--- config.mk ---
export PLATFORM = sky130hd
export DESIGN_NAME = freq_counter_ctrl_mc_flat
export DESIGN_NICKNAME = d
export VERILOG_FILES = /design/src/rtl/freq_counter_ctrl_mc_if.sv /design/src/rtl/freq_counter_ctrl_mc.sv /design/src/flat_wrapper.sv
export SDC_FILE = /design/constraint.sdc
export NUM_CORES = 1
export LEC_CHECK = 0
export CAP_MARGIN = 20
export CORE_MARGIN = 4
export CORE_UTILIZATION = 40
export CTS_BUF_LIST = sky130_fd_sc_hd__clkbuf_16
export CTS_CLUSTER_DIAMETER = 30
export DETAILED_ROUTE_END_ITERATION = 6
export HOLD_SLACK_MARGIN = 0.05
export PLACE_DENSITY_LB_ADDON = 0.08
export SLEW_MARGIN = 10
export SYNTH_ARGS = -nofsm -noshare
export SYNTH_HDL_FRONTEND = slang
export SYNTH_SLANG_ARGS = --single-unit
--- constraint.sdc ---
create_clock -name clk -period 6.2 [get_ports clk]
set_clock_uncertainty 0.1 [all_clocks]
set_input_delay 1.24 -clock clk [delete_from_list [all_inputs] [get_ports clk]]
set_output_delay 1.24 -clock clk [all_outputs]
set_load 0.03 [all_outputs]
--- src/rtl/freq_counter_ctrl_mc_if.sv ---
// Avalon-MM register bus between the host and the frequency counter scan controller.
// Reads return registered data one cycle after the read strobe; writes complete in the strobe cycle.
interface freq_counter_ctrl_mc_if #(
    parameter int ADDR_WIDTH = 8,
    parameter int DATA_WIDTH = 16
);
    logic [ADDR_WIDTH-1:0] address;
    logic                  read;
    logic [DATA_WIDTH-1:0] readdata;
    logic                  readdatavalid;
    logic                  write;
    logic [DATA_WIDTH-1:0] writedata;

    modport master (
        output address, read, write, writedata,
        input  readdata, readdatavalid
    );

    modport slave (
        input  address, read, write, writedata,
        output readdata, readdatavalid
    );
endinterface

--- src/rtl/freq_counter_ctrl_mc.sv ---
// Multi-channel frequency counter scan controller with a result FIFO and a level interrupt.
// Latency: reads 1 cycle; start->enable 2 cycles; done_flag->next channel CLR 3 cycles, irq +4.
// Backpressure: none on the bus; results arriving at a full FIFO are dropped and flagged as overflow.
module freq_counter_ctrl_mc #(
    parameter int  ADDR_WIDTH = 8,
    parameter int  DATA_WIDTH = 16,
    parameter int  NCHAN      = 4,
    parameter int  FIFO_DEPTH = 8,
    localparam int CW         = (NCHAN > 2) ? $clog2(NCHAN) : 1
) (
    input  logic                   clk,
    input  logic                   rst,
    freq_counter_ctrl_mc_if.slave  bus,
    output logic                   irq,
    output logic [CW-1:0]          select_input,
    output logic [DATA_WIDTH-1:0]  samples_required,
    output logic                   enable,
    output logic                   nResetOut,
    input  logic                   done_flag,
    input  logic [DATA_WIDTH-1:0]  out_value
);

    localparam int AW = $clog2(FIFO_DEPTH);

    typedef enum logic [2:0] {IDLE, CLR, RUN, STORE, NEXT} state_t;

    state_t                state, state_nxt;
    logic [NCHAN-1:0]      chan_mask, lmask;
    logic [DATA_WIDTH-1:0] samples, cap_val, rd_mux;
    logic [1:0]            irq_en, irq_status, irq_set, irq_clr;
    logic                  cont, busy, set_done;
    logic [CW-1:0]         sel_nxt;
    logic [CW:0]           hit_start, hit_up, hit_low;
    logic                  wr_ctrl, start_req, abort_req;

    logic [DATA_WIDTH-1:0] fifo_val [FIFO_DEPTH];
    logic [CW-1:0]         fifo_ch  [FIFO_DEPTH];
    logic [AW-1:0]         wr_ptr, rd_ptr;
    logic [AW:0]           count;
    logic                  fifo_empty, fifo_full, pop, push_req, push_ok;

    // Returns {found, index} of the lowest set mask bit at or above 'from'.
    function automatic logic [CW:0] first_set(input logic [NCHAN-1:0] m, input int from);
        logic [CW:0] r;
        r = '0;
        for (int i = NCHAN - 1; i >= 0; i--) begin
            if (m[i] && i >= from) r = {1'b1, CW'(i)};
        end
        return r;
    endfunction

    assign busy       = (state != IDLE);
    assign enable     = (state == RUN);
    assign nResetOut  = (state != CLR);
    assign wr_ctrl    = bus.write && (bus.address == ADDR_WIDTH'(3));
    assign start_req  = wr_ctrl && bus.writedata[0] && !busy;
    assign abort_req  = wr_ctrl && bus.writedata[2] && busy;

    assign fifo_empty = (count == '0);
    assign fifo_full  = (count == (AW+1)'(FIFO_DEPTH));
    assign pop        = bus.read && (bus.address == ADDR_WIDTH'(2)) && !fifo_empty;
    assign push_req   = (state == STORE) && !abort_req;
    // A pop in the same cycle frees the slot, so a push into a full FIFO still lands.
    assign push_ok    = push_req && (!fifo_full || pop);

    assign irq_set    = {push_req && !push_ok, set_done};
    assign irq_clr    = (bus.write && bus.address == ADDR_WIDTH'(4)) ? bus.writedata[1:0] : 2'b00;

    always_comb begin
        state_nxt = state;
        sel_nxt   = select_input;
        set_done  = 1'b0;
        hit_start = first_set(chan_mask, 0);
        hit_up    = first_set(lmask, int'(select_input) + 1);
        hit_low   = first_set(lmask, 0);
        case (state)
            IDLE: begin
                if (start_req) begin
                    if (hit_start[CW]) begin
                        state_nxt = CLR;
                        sel_nxt   = hit_start[CW-1:0];
                    end else begin
                        set_done  = 1'b1;
                    end
                end
            end
            CLR:   state_nxt = RUN;
            RUN:   if (done_flag) state_nxt = STORE;
            STORE: state_nxt = NEXT;
            NEXT: begin
                if (hit_up[CW]) begin
                    state_nxt = CLR;
                    sel_nxt   = hit_up[CW-1:0];
                end else if (cont) begin
                    state_nxt = CLR;
                    sel_nxt   = hit_low[CW-1:0];
                end else begin
                    state_nxt = IDLE;
                    set_done  = 1'b1;
                end
            end
            default: state_nxt = IDLE;
        endcase
        if (abort_req) begin
            state_nxt = IDLE;
            set_done  = 1'b0;
        end
    end

    always_ff @(posedge clk or posedge rst) begin
        if (rst) begin
            state            <= IDLE;
            select_input     <= '0;
            samples_required <= '0;
            lmask            <= '0;
            cont             <= 1'b0;
            cap_val          <= '0;
        end else begin
            state        <= state_nxt;
            select_input <= sel_nxt;
            if (start_req) begin
                lmask            <= chan_mask;
                samples_required <= samples;
                cont             <= bus.writedata[1];
            end else if (abort_req) begin
                cont <= 1'b0;
            end
            // out_value is only guaranteed while done_flag is high, so hold it for STORE.
            if (state == RUN && done_flag) cap_val <= out_value;
        end
    end

    always_ff @(posedge clk or posedge rst) begin
        if (rst) begin
            chan_mask  <= '0;
            samples    <= '0;
            irq_en     <= '0;
            irq_status <= '0;
            irq        <= 1'b0;
        end else begin
            if (bus.write && bus.address == ADDR_WIDTH'(0)) chan_mask <= bus.writedata[NCHAN-1:0];
            if (bus.write && bus.address == ADDR_WIDTH'(1)) samples   <= bus.writedata;
            if (bus.write && bus.address == ADDR_WIDTH'(6)) irq_en    <= bus.writedata[1:0];
            irq_status <= (irq_status & ~irq_clr) | irq_set;
            irq        <= |(irq_status & irq_en);
        end
    end

    always_ff @(posedge clk or posedge rst) begin
        if (rst) begin
            wr_ptr <= '0;
            rd_ptr <= '0;
            count  <= '0;
        end else begin
            if (pop)     rd_ptr <= rd_ptr + AW'(1);
            if (push_ok) wr_ptr <= wr_ptr + AW'(1);
            case ({push_ok, pop})
                2'b10:   count <= count + (AW+1)'(1);
                2'b01:   count <= count - (AW+1)'(1);
                default: count <= count;
            endcase
        end
    end

    always_ff @(posedge clk) begin
        if (push_ok) begin
            fifo_val[wr_ptr] <= cap_val;
            fifo_ch[wr_ptr]  <= select_input;
        end
    end

    always_comb begin
        rd_mux = '0;
        case (bus.address)
            ADDR_WIDTH'(0): rd_mux = DATA_WIDTH'(chan_mask);
            ADDR_WIDTH'(1): rd_mux = samples;
            ADDR_WIDTH'(2): if (!fifo_empty) rd_mux = fifo_val[rd_ptr];
            ADDR_WIDTH'(3): rd_mux = DATA_WIDTH'({busy, cont});
            ADDR_WIDTH'(4): rd_mux = DATA_WIDTH'(irq_status);
            ADDR_WIDTH'(5): if (!fifo_empty) rd_mux = DATA_WIDTH'(fifo_ch[rd_ptr]);
            ADDR_WIDTH'(6): rd_mux = DATA_WIDTH'(irq_en);
            ADDR_WIDTH'(7): rd_mux = DATA_WIDTH'({8'(count), 5'd0, fifo_full, fifo_empty, busy});
            default:        rd_mux = '0;
        endcase
    end

    always_ff @(posedge clk or posedge rst) begin
        if (rst) begin
            bus.readdata      <= '0;
            bus.readdatavalid <= 1'b0;
        end else begin
            bus.readdatavalid <= bus.read;
            bus.readdata      <= bus.read ? rd_mux : '0;
        end
    end

endmodule
--- src/flat_wrapper.sv ---
// flat-port wrapper written by rule: the top's interface ports become plain ports
module freq_counter_ctrl_mc_flat 
#(
    parameter int  ADDR_WIDTH = 8,
    parameter int  DATA_WIDTH = 16,
    parameter int  NCHAN      = 4,
    parameter int  FIFO_DEPTH = 8,
    localparam int CW         = (NCHAN > 2) ? $clog2(NCHAN) : 1
)
  (clk, rst, irq, select_input, samples_required, enable, nResetOut, done_flag, out_value, bus_address, bus_read, bus_write, bus_writedata, bus_readdata, bus_readdatavalid);
  freq_counter_ctrl_mc_if #(.ADDR_WIDTH(ADDR_WIDTH), .DATA_WIDTH(DATA_WIDTH)) bus_i ();
  input  logic clk;
  input  logic rst;
  output logic irq;
  output logic [CW-1:0] select_input;
  output logic [DATA_WIDTH-1:0] samples_required;
  output logic enable;
  output logic nResetOut;
  input  logic done_flag;
  input  logic [DATA_WIDTH-1:0] out_value;
  input wire logic [$bits(bus_i.address)-1:0] bus_address;
  input wire logic [$bits(bus_i.read)-1:0] bus_read;
  input wire logic [$bits(bus_i.write)-1:0] bus_write;
  input wire logic [$bits(bus_i.writedata)-1:0] bus_writedata;
  output wire logic [$bits(bus_i.readdata)-1:0] bus_readdata;
  output wire logic [$bits(bus_i.readdatavalid)-1:0] bus_readdatavalid;
  assign bus_i.address = bus_address;
  assign bus_i.read = bus_read;
  assign bus_i.write = bus_write;
  assign bus_i.writedata = bus_writedata;
  assign bus_readdata = bus_i.readdata;
  assign bus_readdatavalid = bus_i.readdatavalid;
  freq_counter_ctrl_mc #(.ADDR_WIDTH(ADDR_WIDTH), .DATA_WIDTH(DATA_WIDTH), .NCHAN(NCHAN), .FIFO_DEPTH(FIFO_DEPTH)) u_core (.clk(clk), .rst(rst), .bus(bus_i), .irq(irq), .select_input(select_input), .samples_required(samples_required), .enable(enable), .nResetOut(nResetOut), .done_flag(done_flag), .out_value(out_value));
endmodule
# Word level (Yosys, flattened, before mapping)
# Memories as Yosys holds them, arrays and structs flattened.
# Cells that the tools add are included.
# op_classes
n_reduce_logical	35
addsub	5
muxes	40
n_eq_ne	21
n_lt_le_gt_ge	4
bitwise	4
# op_table
operator	count
$pmux W16 S8	1
$ge A3 B32 Y1 const A	2
$mux W3	13
$eq A8 B3 Y1 const B	4
$ge A1 B32 Y1 const A	1
$ge A2 B32 Y1 const A	1
$mux W16	2
$mux W2	10
$logic_and A1 B1 Y1	19
$eq A8 B2 Y1 const B	2
$ne A3 B1 Y1 const B	5
$pmux W3 S5	1
$mux W1	10
$eq A8 B1 Y1 const B	1
$logic_not A8 Y1	1
$pmux W4 S2	1
$add A3 B1 Y3 const B	2
$eq A3 B2 Y1 const B	2
$reduce_bool A2 Y1	3
$logic_not A1 Y1	5
$add A4 B1 Y4 const B	1
$and A2 B2 Y2	2
$eq A4 B4 Y1 const B	1
$logic_not A4 Y1	1
other kinds (17)	18
# totals
word_cells	127
memories	2
out_inout_bits	38
inputBits	45
ram_bits	144
ff_bits	94
# memory_table
memory	words	word_bits	read_ports	rd_ports_with_merged_regs	write_ports	line_no	text
u_core.fifo_val	8	16	1	0	1	freq_counter_ctrl_mc.sv:36	logic [DATA_WIDTH-1:0] fifo_val [FIFO_DEPTH];
u_core.fifo_ch	8	2	1	0	1	freq_counter_ctrl_mc.sv:37	logic [CW-1:0] fifo_ch [FIFO_DEPTH];

# Logic depth before layout (Yosys ltp)
# Gate-level depths: netlist of the first run.
# logic_depth
ltp_word	11
depth_mapped	13
ltp_nobuf	12

# Worst setup path after synthesis of the first run
# No wires, ideal clock.
# synth_path
path_kind	input to register
start	in bus_address[3]
end	mem u_core.fifo_ch[0][0] in the netlist's numbering (enable)
n_path_buf	1
slack_ns	1.901
required_time_ns	5.684
setup_time_ns	0.416
t_arrival_ns	3.783
path_stages	6
path_cell_list	buf_2 > nor4b_1 > a31oi_1 > a311oi_2 > nand2b_1 > nor3_1
# synth_between
elab_chain_cells	9
elab_cells_between_ends	13
cone_classes	eq/ne: 2; mux: 2; reduce/logical: 9
# synth_rtl
element	line_no	text
start: declaration	flat_wrapper.sv:21	input wire logic [$bits(bus_i.address)-1:0] bus_address;
$eq A8 B2 Y1	freq_counter_ctrl_mc.sv:55	assign wr_ctrl = bus.write && (bus.address == ADDR_WIDTH'(3));
$logic_and A1 B1 Y1	freq_counter_ctrl_mc.sv:55	
$logic_and A1 B1 Y1 (2 in a row)	freq_counter_ctrl_mc.sv:57	assign abort_req = wr_ctrl && bus.writedata[2] && busy;
$logic_not A1 Y1	freq_counter_ctrl_mc.sv:62	assign push_req = (state == STORE) && !abort_req;
$logic_and A1 B1 Y1	freq_counter_ctrl_mc.sv:62	
$logic_and A1 B1 Y1 *	freq_counter_ctrl_mc.sv:64	assign push_ok = push_req && (!fifo_full || pop);
$mux W1 *	freq_counter_ctrl_mc.sv:166	if (push_ok) begin
$mux W1 (not written as such) *	freq_counter_ctrl_mc.sv:168	fifo_ch[wr_ptr] <= select_input;
end: declaration	freq_counter_ctrl_mc.sv:37	
# Mark *: on every way between the ends. The rest lies on a longest branch, timed or not.

# Worst setup path after layout of the first run
# layout_path
start	in bus_address[1]
end	mem u_core.fifo_val[2][12] (enable)
# layout_between
elab_chain_cells	9
elab_cells_between_ends	13
cone_classes	eq/ne: 2; mux: 2; reduce/logical: 9
# layout_rtl
element	line_no	text
$eq A8 B2 Y1	freq_counter_ctrl_mc.sv:55	
$logic_and A1 B1 Y1	freq_counter_ctrl_mc.sv:55	
$logic_and A1 B1 Y1 (2 in a row)	freq_counter_ctrl_mc.sv:57	
$logic_not A1 Y1	freq_counter_ctrl_mc.sv:62	
$logic_and A1 B1 Y1	freq_counter_ctrl_mc.sv:62	
$logic_and A1 B1 Y1 *	freq_counter_ctrl_mc.sv:64	
$mux W1 *	freq_counter_ctrl_mc.sv:166	
$mux W1 (not written as such) *	freq_counter_ctrl_mc.sv:167	fifo_val[wr_ptr] <= cap_val;
end: declaration	freq_counter_ctrl_mc.sv:36	
# Marks and branches as above.

==> reports/results.tsv, run 1 <==
metric	value	unit
outcome	finished, final reports clean	
multi-input logic area	2950	um2
WL/cell	20.5	um
DRT Wirelength	21.5	mm
CTS Buf Count	46	
Die Height	164	um
Max clock buf depth	3	
layout cell share with drive strength beyond 1	28.0	%
main combinational cell family by area after synthesis	multiplexers	
die width	164	um
Initial DRT Pass Iterations	7	
Pwr Density	410	nW/um2
TNS Setup	0	ps
crit path launch type	input pin	
CP Max Fanout	12	
Sink Count	238	
CTS tree	built	
syn_nets	626	
static leakage	4.64	nW
Reg2Reg Launch Point	u_core.count[0]	
Async SR Flop Fraction	39.5	%
simple-gate area share of the yosys netlist	6.17	%
mux share of post-synthesis cell area	17.9	%
hold path startpoint	u_core.samples_required[2]	
critical path's slowest cell	clkdlybuf4s50_1	
leading cell type in the layout, fill and taps excluded	edfxtp_1	
GRT Overall Usage	16.3	%
cell count after synthesis	576	
# setup viols final	0	
register area share after synthesis	68.5	%
Starting Density	41.1	%
flop-to-flop setup slack	3080	ps
Compound-Gate Fraction of Synth Area	4.57	%
end of the worst hold path	u_core.samples_required[2]	
FILL cells	1945	
clock slew at reported path FFs	50	ps
WP buf/inv	2	
Final #Nets	741	
DRT antenna net count	0	
via count	5447	
Netlist Area Pre-Place	9750	um2
root buffer cell	clkbuf_16	
Post-CTS Setup Bufs	0	
worst skew pair latency	520	ps
R2R Path End	u_core.count[2]	
die area	26900	um2
CP required	6310	ps
grt total ovfl	0	
cells on worst reg2reg path	11	
area post-placement	11000	um2
synth unique cells	58	
final worst-path cycle share	70.1	%
most frequent cells in the layout	edfxtp_1 (144), dfrtp_1 (93), clkdlybuf4s50_1 (82), mux2_2 (61), clkbuf_16 (48)	
Seq. cell area	6680	um2
top cell type's share of synthesized area	44.3	%
syn_area_per_cell	16.9	um2
first-pass GRT wire length	33.6	mm
P&R area growth vs syn	27.8	%
RSZ-0062 raised after global routing	false	
vias in the first global route	5838	
kind of critical path	in -> reg	
CP max stage delay	770	ps
number of max-cap violations	0	
Worst Tran Pin Value	1090	ps
drt via density	5.21	
Synth Flop Type	edfxtp_1	
synth warn	0	
Adder-Cell Fraction of Synth Area	0.641	%
Max VDD drop	0.247	mV
worst path arrival time	4450	ps
Crit. End Element	register	
cts hold-fix bufs	0	
Resized Gates After CTS	0	
Core Box Area	23800	um2
area leader, netlist	edfxtp_1	
Hold Path Stages	1	
Fmax	230	MHz
Final Cell Area	12500	um2
Final min period	4340	ps
Post-DP HPWL	14.0	mm
row count	56	
EDFF count, synth	144	
H-tree depth	2	
initial antenna violation count	0	
final slew viol count	0	
num ports	83	
Synth Area in XOR/XNOR	0.808	%
Antenna Cells	0	
IO Port Bufs	82	
routability cong.	0.889	
post-synthesis register bit count	238	
relative slew slack	27.3	%
DRC violations left	0	
First DRT Iteration DRCs	282	
Worst Hold Class	reg -> reg	
CP cell instances	clkdlybuf4s50_1, nor4b_1, a31oi_1, a311oi_2, nand2b_1, nor2_1, buf_4	
top area cells in the synthesized netlist	edfxtp_1 (44%), dfrtp_1 (24%), mux4_2 (7.4%), mux2_2 (7.0%), mux2i_1 (1.8%)	
CP delay by family, top	simple AND/OR/NAND/NOR gates	
largest net degree at the start of global routing	67	
Final Hold Fails	0	
## report_power, final
group	total [W]	internal, W	switching (W)	leakage, nW
logic	0.000518	0.000250	0.000268	1.34
clock network	0.00235	0.00154	0.000808	0.754
registers	0.00224	0.00200	0.000241	2.55
## kinds of logic after synthesis
kind of cell,count (synthesis)
simple gates,107
fa+ha+maj,5
buf+inv,34
xor+xnor,9
flops,238
compound gates,61
mux,122
## cells in the mapped netlist, drive strengths merged (7+ instances only)
cell type	number
o21ai	7
inv	7
nor2	32
edfxtp	144
a21oi	9
mux2	72
clkbuf	13
mux2i	18
nand2	21
dfrtp	94
mux4	32
a22oi	12
buf	14
nand3	7
## how the worst max path moves through the flow
stage,startpoint,endpoint,cells after the start
after CTS,bus_address[1],u_core.fifo_val[2][12],7
after floorplan,bus_address[3],u_core.fifo_ch[0][0],6
after global routing,bus_address[0],u_core.fifo_val[1][3],6
final,bus_address[1],u_core.fifo_val[2][12],7
after detailed placement,bus_address[1],u_core.fifo_val[1][12],6
after global placement,bus_address[1],u_core.fifo_val[1][12],6
## final cells by class
cell class,instances,area share [%]
multi-input cells,304,23.6
clock inverters,35,2.43
well taps,319,3.20
flip-flops and latches,238,53.6
clock buffers,48,9.63
inverters,7,0.231
repair buffers,94,7.31
## stage by stage
stage	hold slack [ps]	instances	util, %	total power (W)	worst slack [ps]
detailed placement	395	962	46.2	0.00280	1350
global route	420	1045	52.5	0.00534	1550
floorplan	367	576	-	0.00253	1900
CTS	406	1045	52.5	0.00517	1880
global placement	388	962	46.2	0.00277	1430
finish	402	1045	52.5	0.00511	1860
## state kept, by name (all words and copies together), names as in the netlist, 3 cells and up
signal	flops
u_core.samples	16
u_core.fifo_ch	16
u_core.samples_required	16
u_core.chan_mask	4
u_core.count	4
u_core.state	3
u_core.cap_val	16
u_core.wr_ptr	3
u_core.lmask	4
u_core.fifo_val	128
u_core.rd_ptr	3
u_core.bus.readdata	16
## per-layer routing
metal,global-route usage (%),vias to the layer above,share of wire (%)
li1,-,2491,-
met3,3.34,40,5.3
met2,26.9,154,49
met5,0,-,0
met4,5.83,0,2.2
met1,21.6,2762,44
(Power assumes the default switching activity.)
==> inputs of run 2 (changes only) <==
clock period = 3.8 ns   (was 6.2 ns; I/O delays follow)
==> run 2 against run 1 <==
  * Flip-flop and latch count is the same
  * Sequential power grew 63%
  * Final cell count grew 3.7%
  * Die area is the same
  * Global-route usage grew 0.54 points
  * Wire length grew 3.2%
  * First-iteration DRC count shrank 2.8%
  * Largest power group unchanged
==> reports/results.tsv, run 2 (same netlist as run 1, synthesis figures left out) <==
metric	value	unit
outcome	finished, final reports clean	
largest net degree at the start of global routing	50	
first-pass GRT wire length	34.8	mm
kind of critical path	in -> reg	
Max clock buf depth	3	
Die Height	164	um
routability cong.	0.846	
hold path startpoint	u_core.samples_required[6]	
DRT antenna net count	0	
pre-CTS setup slack	75.1	ps
Final Cell Area	12900	um2
Final Power	0.00881	W
layout cell share with drive strength beyond 1	31.2	%
vias in the first global route	6054	
Critical Path Start	bus_address[0]	
GRT Overall Usage	16.9	%
grt total ovfl	0	
clock slew at reported path FFs	40	ps
Final #Nets	773	
Worst Hold Class	reg -> reg	
leading cell type in the layout, fill and taps excluded	edfxtp_1	
die width	164	um
Reg2Reg Launch Point	u_core.count[1]	
CP required	4100	ps
Starting Density	41.1	%
worst skew pair latency	540	ps
most frequent cells in the layout	edfxtp_1 (144), dfrtp_1 (93), clkdlybuf4s50_1 (82), mux2_2 (61), clkbuf_16 (54)	
flop-to-flop setup slack	870	ps
Cell Count, Final, Fillers Out	1084	
CTS tree	built	
Post-DP HPWL	14.4	mm
CP Capture Point	u_core.count[2]	
cts hold-fix bufs	0	
via count	5666	
Pwr Density	683	nW/um2
static leakage	4.91	nW
R2R Path End	u_core.count[2]	
max reg flops	128	
number of max-cap violations	0	
Worst Tran Pin Value	847	ps
cells on worst reg2reg path	11	
CP Max Fanout	5	
Post-CTS Setup Bufs	0	
P&R area growth vs syn	32.3	%
Crit. End Element	register	
Fmax	308	MHz
initial antenna violation count	0	
IO Port Bufs	82	
Final Hold Fails	0	
WL/cell	20.4	um
Initial DRT Pass Iterations	4	
TNS Setup	0	ps
DRC violations left	0	
relative slew slack	43.5	%
final slew viol count	0	
Sink Count	238	
row count	56	
root buffer cell	clkbuf_16	
drt via density	5.23	
DRT Wirelength	22.1	mm
Resized Gates After CTS	0	
Inst Count DP	988	
final worst-path cycle share	85.5	%
num ports	83	
Top reg by flops	u_core.fifo_val	
worst path arrival time	3550	ps
Antenna Cells	0	
crit path launch type	input pin	
CTS Buf Count	52	
area post-placement	11200	um2
Core Box Area	23800	um2
Max VDD drop	0.356	mV
RSZ-0062 raised after global routing	false	
# setup viols final	0	
Final min period	3250	ps
First DRT Iteration DRCs	274	
H-tree depth	2	
die area	26900	um2
post-route setup slack	551	ps
==> run 2: cell count changes in the layout (fill, tap and decap cells not counted), sizes merged <==
| cell | before | now |
|---|---|---|
| clkinvlp | 4 | 5 |
| buf | 12 | 38 |
| clkbuf | 48 | 54 |
| inv | 21 | 15 |
| bufinv | 3 | 6 |
| clkinv | 14 | 23 |
==> run 2: report_power, final <==
part	leakage (nW)	total (W)	internal, W	switching [W]
logic	1.48	0.000870	0.000441	0.000429
registers	2.55	0.00365	0.00327	0.000380
clock network	0.877	0.00430	0.00295	0.00135
total	4.91	0.00881	0.00666	0.00216
==> run 2: how the worst min path moves through the flow <==
stage	end	slack [ps]	cells after the start
final	u_core.samples_required[6]	400	1
after global routing	u_core.samples_required[0]	430	1
after CTS	u_core.samples_required[6]	400	1
after detailed placement	u_core.samples_required[6]	390	1
after global placement	u_core.samples_required[4]	390	1
after floorplan	u_core.samples[1]	370	2
==> run 2: metal layers <==
| layer | vias up | track usage, % | part of all wire [%] |
|---|---|---|---|
| met5 | - | 0 | 0 |
| met4 | 0 | 5.83 | 2.0 |
| met3 | 41 | 3.31 | 6.0 |
| met2 | 182 | 27.6 | 48 |
| met1 | 2879 | 22.6 | 44 |
| li1 | 2564 | - | - |
==> run 2: final cells by class <==
type | count | area (um2)
fill | 1903 | 10900
sequential | 238 | 6680
multi-input combinational | 304 | 2940
clock buffer | 54 | 1350
timing repair buffer | 120 | 1130
tap | 319 | 399
clock inverter | 42 | 373
inverter | 7 | 28.8
==> run 2: critical path: stages <==
cell and delay, ps:
clkdlybuf4s50_1 430, nor4b_1 540, a31oi_1 210, a311oi_2 350
inv_1 110, ha_1 280, xor2_1 160, ha_1 190
a21oi_1 140, xor2_1 160, nor2_1 70, xor2_1 150
==> run 2: stage by stage <==
stage          util, %  hold slack, ps
2_1_floorplan        -             367
3_3_place_gp      47.1             388
3_5_place_dp      47.1             393
4_1_cts           54.3             402
5_1_grt           54.3             429
6_report          54.3             399
==> inputs of run 3 (changes only) <==
REMOVE_ABC_BUFFERS = 1   (was not set)
==> run 3 against run 2 <==
  * Sequential share of layout area grew 0.57 points
  * Design area is 1.1% lower
  * Flip-flop and latch count is the same
  * Global-route usage fell by 0.61 points
  * First-iteration DRC count up 7.3%
  * Critical endpoint unchanged
  * Largest cell class unchanged
  * Largest power group unchanged
==> reports/results.tsv, run 3 (same netlist as run 1, synthesis figures left out) <==
metric	value	unit
GRT Overall Usage	16.3	%
Final Core Density	53.7	%
Reg2Reg Launch Point	u_core.count[0]	
final worst-path cycle share	85.1	%
Post-DP HPWL	14.0	mm
CTS tree	built	
clock slew at reported path FFs	40	ps
Top reg by flops	u_core.fifo_val	
Final #Nets	770	
Resized Gates After CTS	0	
via count	5588	
layout cell share with drive strength beyond 1	30.6	%
CTS Buf Count	50	
cts hold-fix bufs	0	
die area	26900	um2
critical path's slowest cell	nor4b_1	
post-route setup slack	566	ps
H-tree depth	2	
P&R area growth vs syn	30.8	%
hold path startpoint	u_core.samples_required[1]	
root buffer cell	clkbuf_16	
P_int	0.00635	W
Core Box Area	23800	um2
Starting Density	41.1	%
Final Hold Fails	0	
outcome	finished, final reports clean	
worst path arrival time	3530	ps
Sink Count	238	
Fmax	309	MHz
area post-placement	11200	um2
TNS Setup	0	ps
first-pass GRT wire length	33.5	mm
Die Height	164	um
Inst Count DP	987	
Max clock buf depth	3	
max reg flops	128	
DRT antenna net count	0	
drt via density	5.18	
vias in the first global route	5879	
Final Cell Area	12800	um2
Critical Path Start	bus_address[0]	
First DRT Iteration DRCs	294	
most frequent cells in the layout	edfxtp_1 (144), dfrtp_1 (93), clkdlybuf4s50_1 (82), mux2_2 (61), clkbuf_16 (51)	
# setup viols final	0	
WP buf/inv	2	
Cell Count, Final, Fillers Out	1078	
crit path launch type	input pin	
CP max stage delay	530	ps
WL/cell	19.7	um
pre-CTS setup slack	94.3	ps
kind of critical path	in -> reg	
Reg power frac	42.7	%
die width	164	um
Sw Ratio	25.4	%
worst skew pair latency	530	ps
NetSw	0.00216	W
IO Port Bufs	82	
Final min period	3230	ps
most used cell, CP	xor2_1	
initial antenna violation count	0	
number of max-cap violations	0	
RSZ-0062 raised after global routing	false	
DRT Wirelength	21.3	mm
DRC violations left	0	
CP required	4090	ps
relative slew slack	46.1	%
Crit. End Element	register	
combinational share of power	10.3	%
Antenna Cells	0	
grt total ovfl	0	
row count	56	
CP delay by family, top	compound AO/OA/AOI/OAI gates	
Post-CTS Setup Bufs	0	
CP cell instances	clkdlybuf4s50_1, nor4b_1, a31oi_1, a311oi_2, inv_1, ha_1, xor2_1, ha_1, a21oi_1, xor2_1, nor2_1, xor2_1	
Worst Hold Class	reg -> reg	
CP Max Fanout	5	
Pwr Density	667	nW/um2
Initial DRT Pass Iterations	4	
num ports	83	
Worst Tran Pin Value	808	ps
largest net degree at the start of global routing	52	
Max VDD drop	0.414	mV
final slew viol count	0	
leading cell type in the layout, fill and taps excluded	edfxtp_1	
static leakage	4.82	nW
Clk network pwr share	47.0	%
routability cong.	0.859	
==> run 3: cell types whose count changed in the layout (fill, tap and decap cells not counted), sizes merged <==
cell      before  now
bufinv         6    3
clkinvlp       5    4
clkinv        23   20
clkbuf        54   51
buf           38   37
inv           15   20
==> run 3: layer usage <==
metal | GRT usage [%] | up-vias | part of all wire (%)
met3 | 3.14 | 40 | 4.6
met2 | 25.8 | 161 | 48
li1 | - | 2566 | -
met4 | 6.06 | 0 | 2.3
met1 | 22.4 | 2821 | 45
met5 | 0 | - | 0
==> run 3: path summary, 6_finish.rpt <==
kind	end	slack (ps)	cells after the start
worst max-delay path	u_core.count[2]	570	12
worst min-delay path	u_core.samples_required[1]	400	1
worst max register to register	u_core.count[2]	870	11
worst min register to register	u_core.samples_required[1]	400	1
max in group asynchronous	u_core.rd_ptr[0]	2290	3
min in group asynchronous	u_core.samples_required[4]	600	2
==> run 3: per-stage QoR <==
stage | hold WS, ps | power, W
after floorplan | 367 | 0.00412
after global placement | 388 | 0.00452
after detailed placement | 393 | 0.00457
after CTS | 402 | 0.00862
after global routing | 426 | 0.00890
final | 400 | 0.00851
==> run 3: final cells by class <==
cell class	count	area, um2
clock buffer	51	1280
clock inverter	40	315
fill	1913	11000
inverter	7	28.8
multi-input combinational	304	2940
sequential	238	6680
tap	319	399
timing repair buffer	119	1120
==> run 3: power by group through the flow <==
stage | Clock, W | Sequential, W | Combinational [W]
detailed placement | 0 | 0.00368 | 0.000887
floorplan | 0 | 0.00358 | 0.000545
finish | 0.00399 | 0.00363 | 0.000877
global placement | 0 | 0.00365 | 0.000876
CTS | 0.00409 | 0.00364 | 0.000893
global route | 0.00424 | 0.00370 | 0.000957
==> run 3: worst reg2reg max path: stages (launching register included) <==
cell and delay (ps):
dfrtp_1 460, or4b_2 710, a31oi_1 290, a311oi_2 100, inv_1 110, ha_1 260
xor2_1 90, ha_1 190, a21oi_1 150, xor2_1 160, nor2_1 60, xor2_1 140
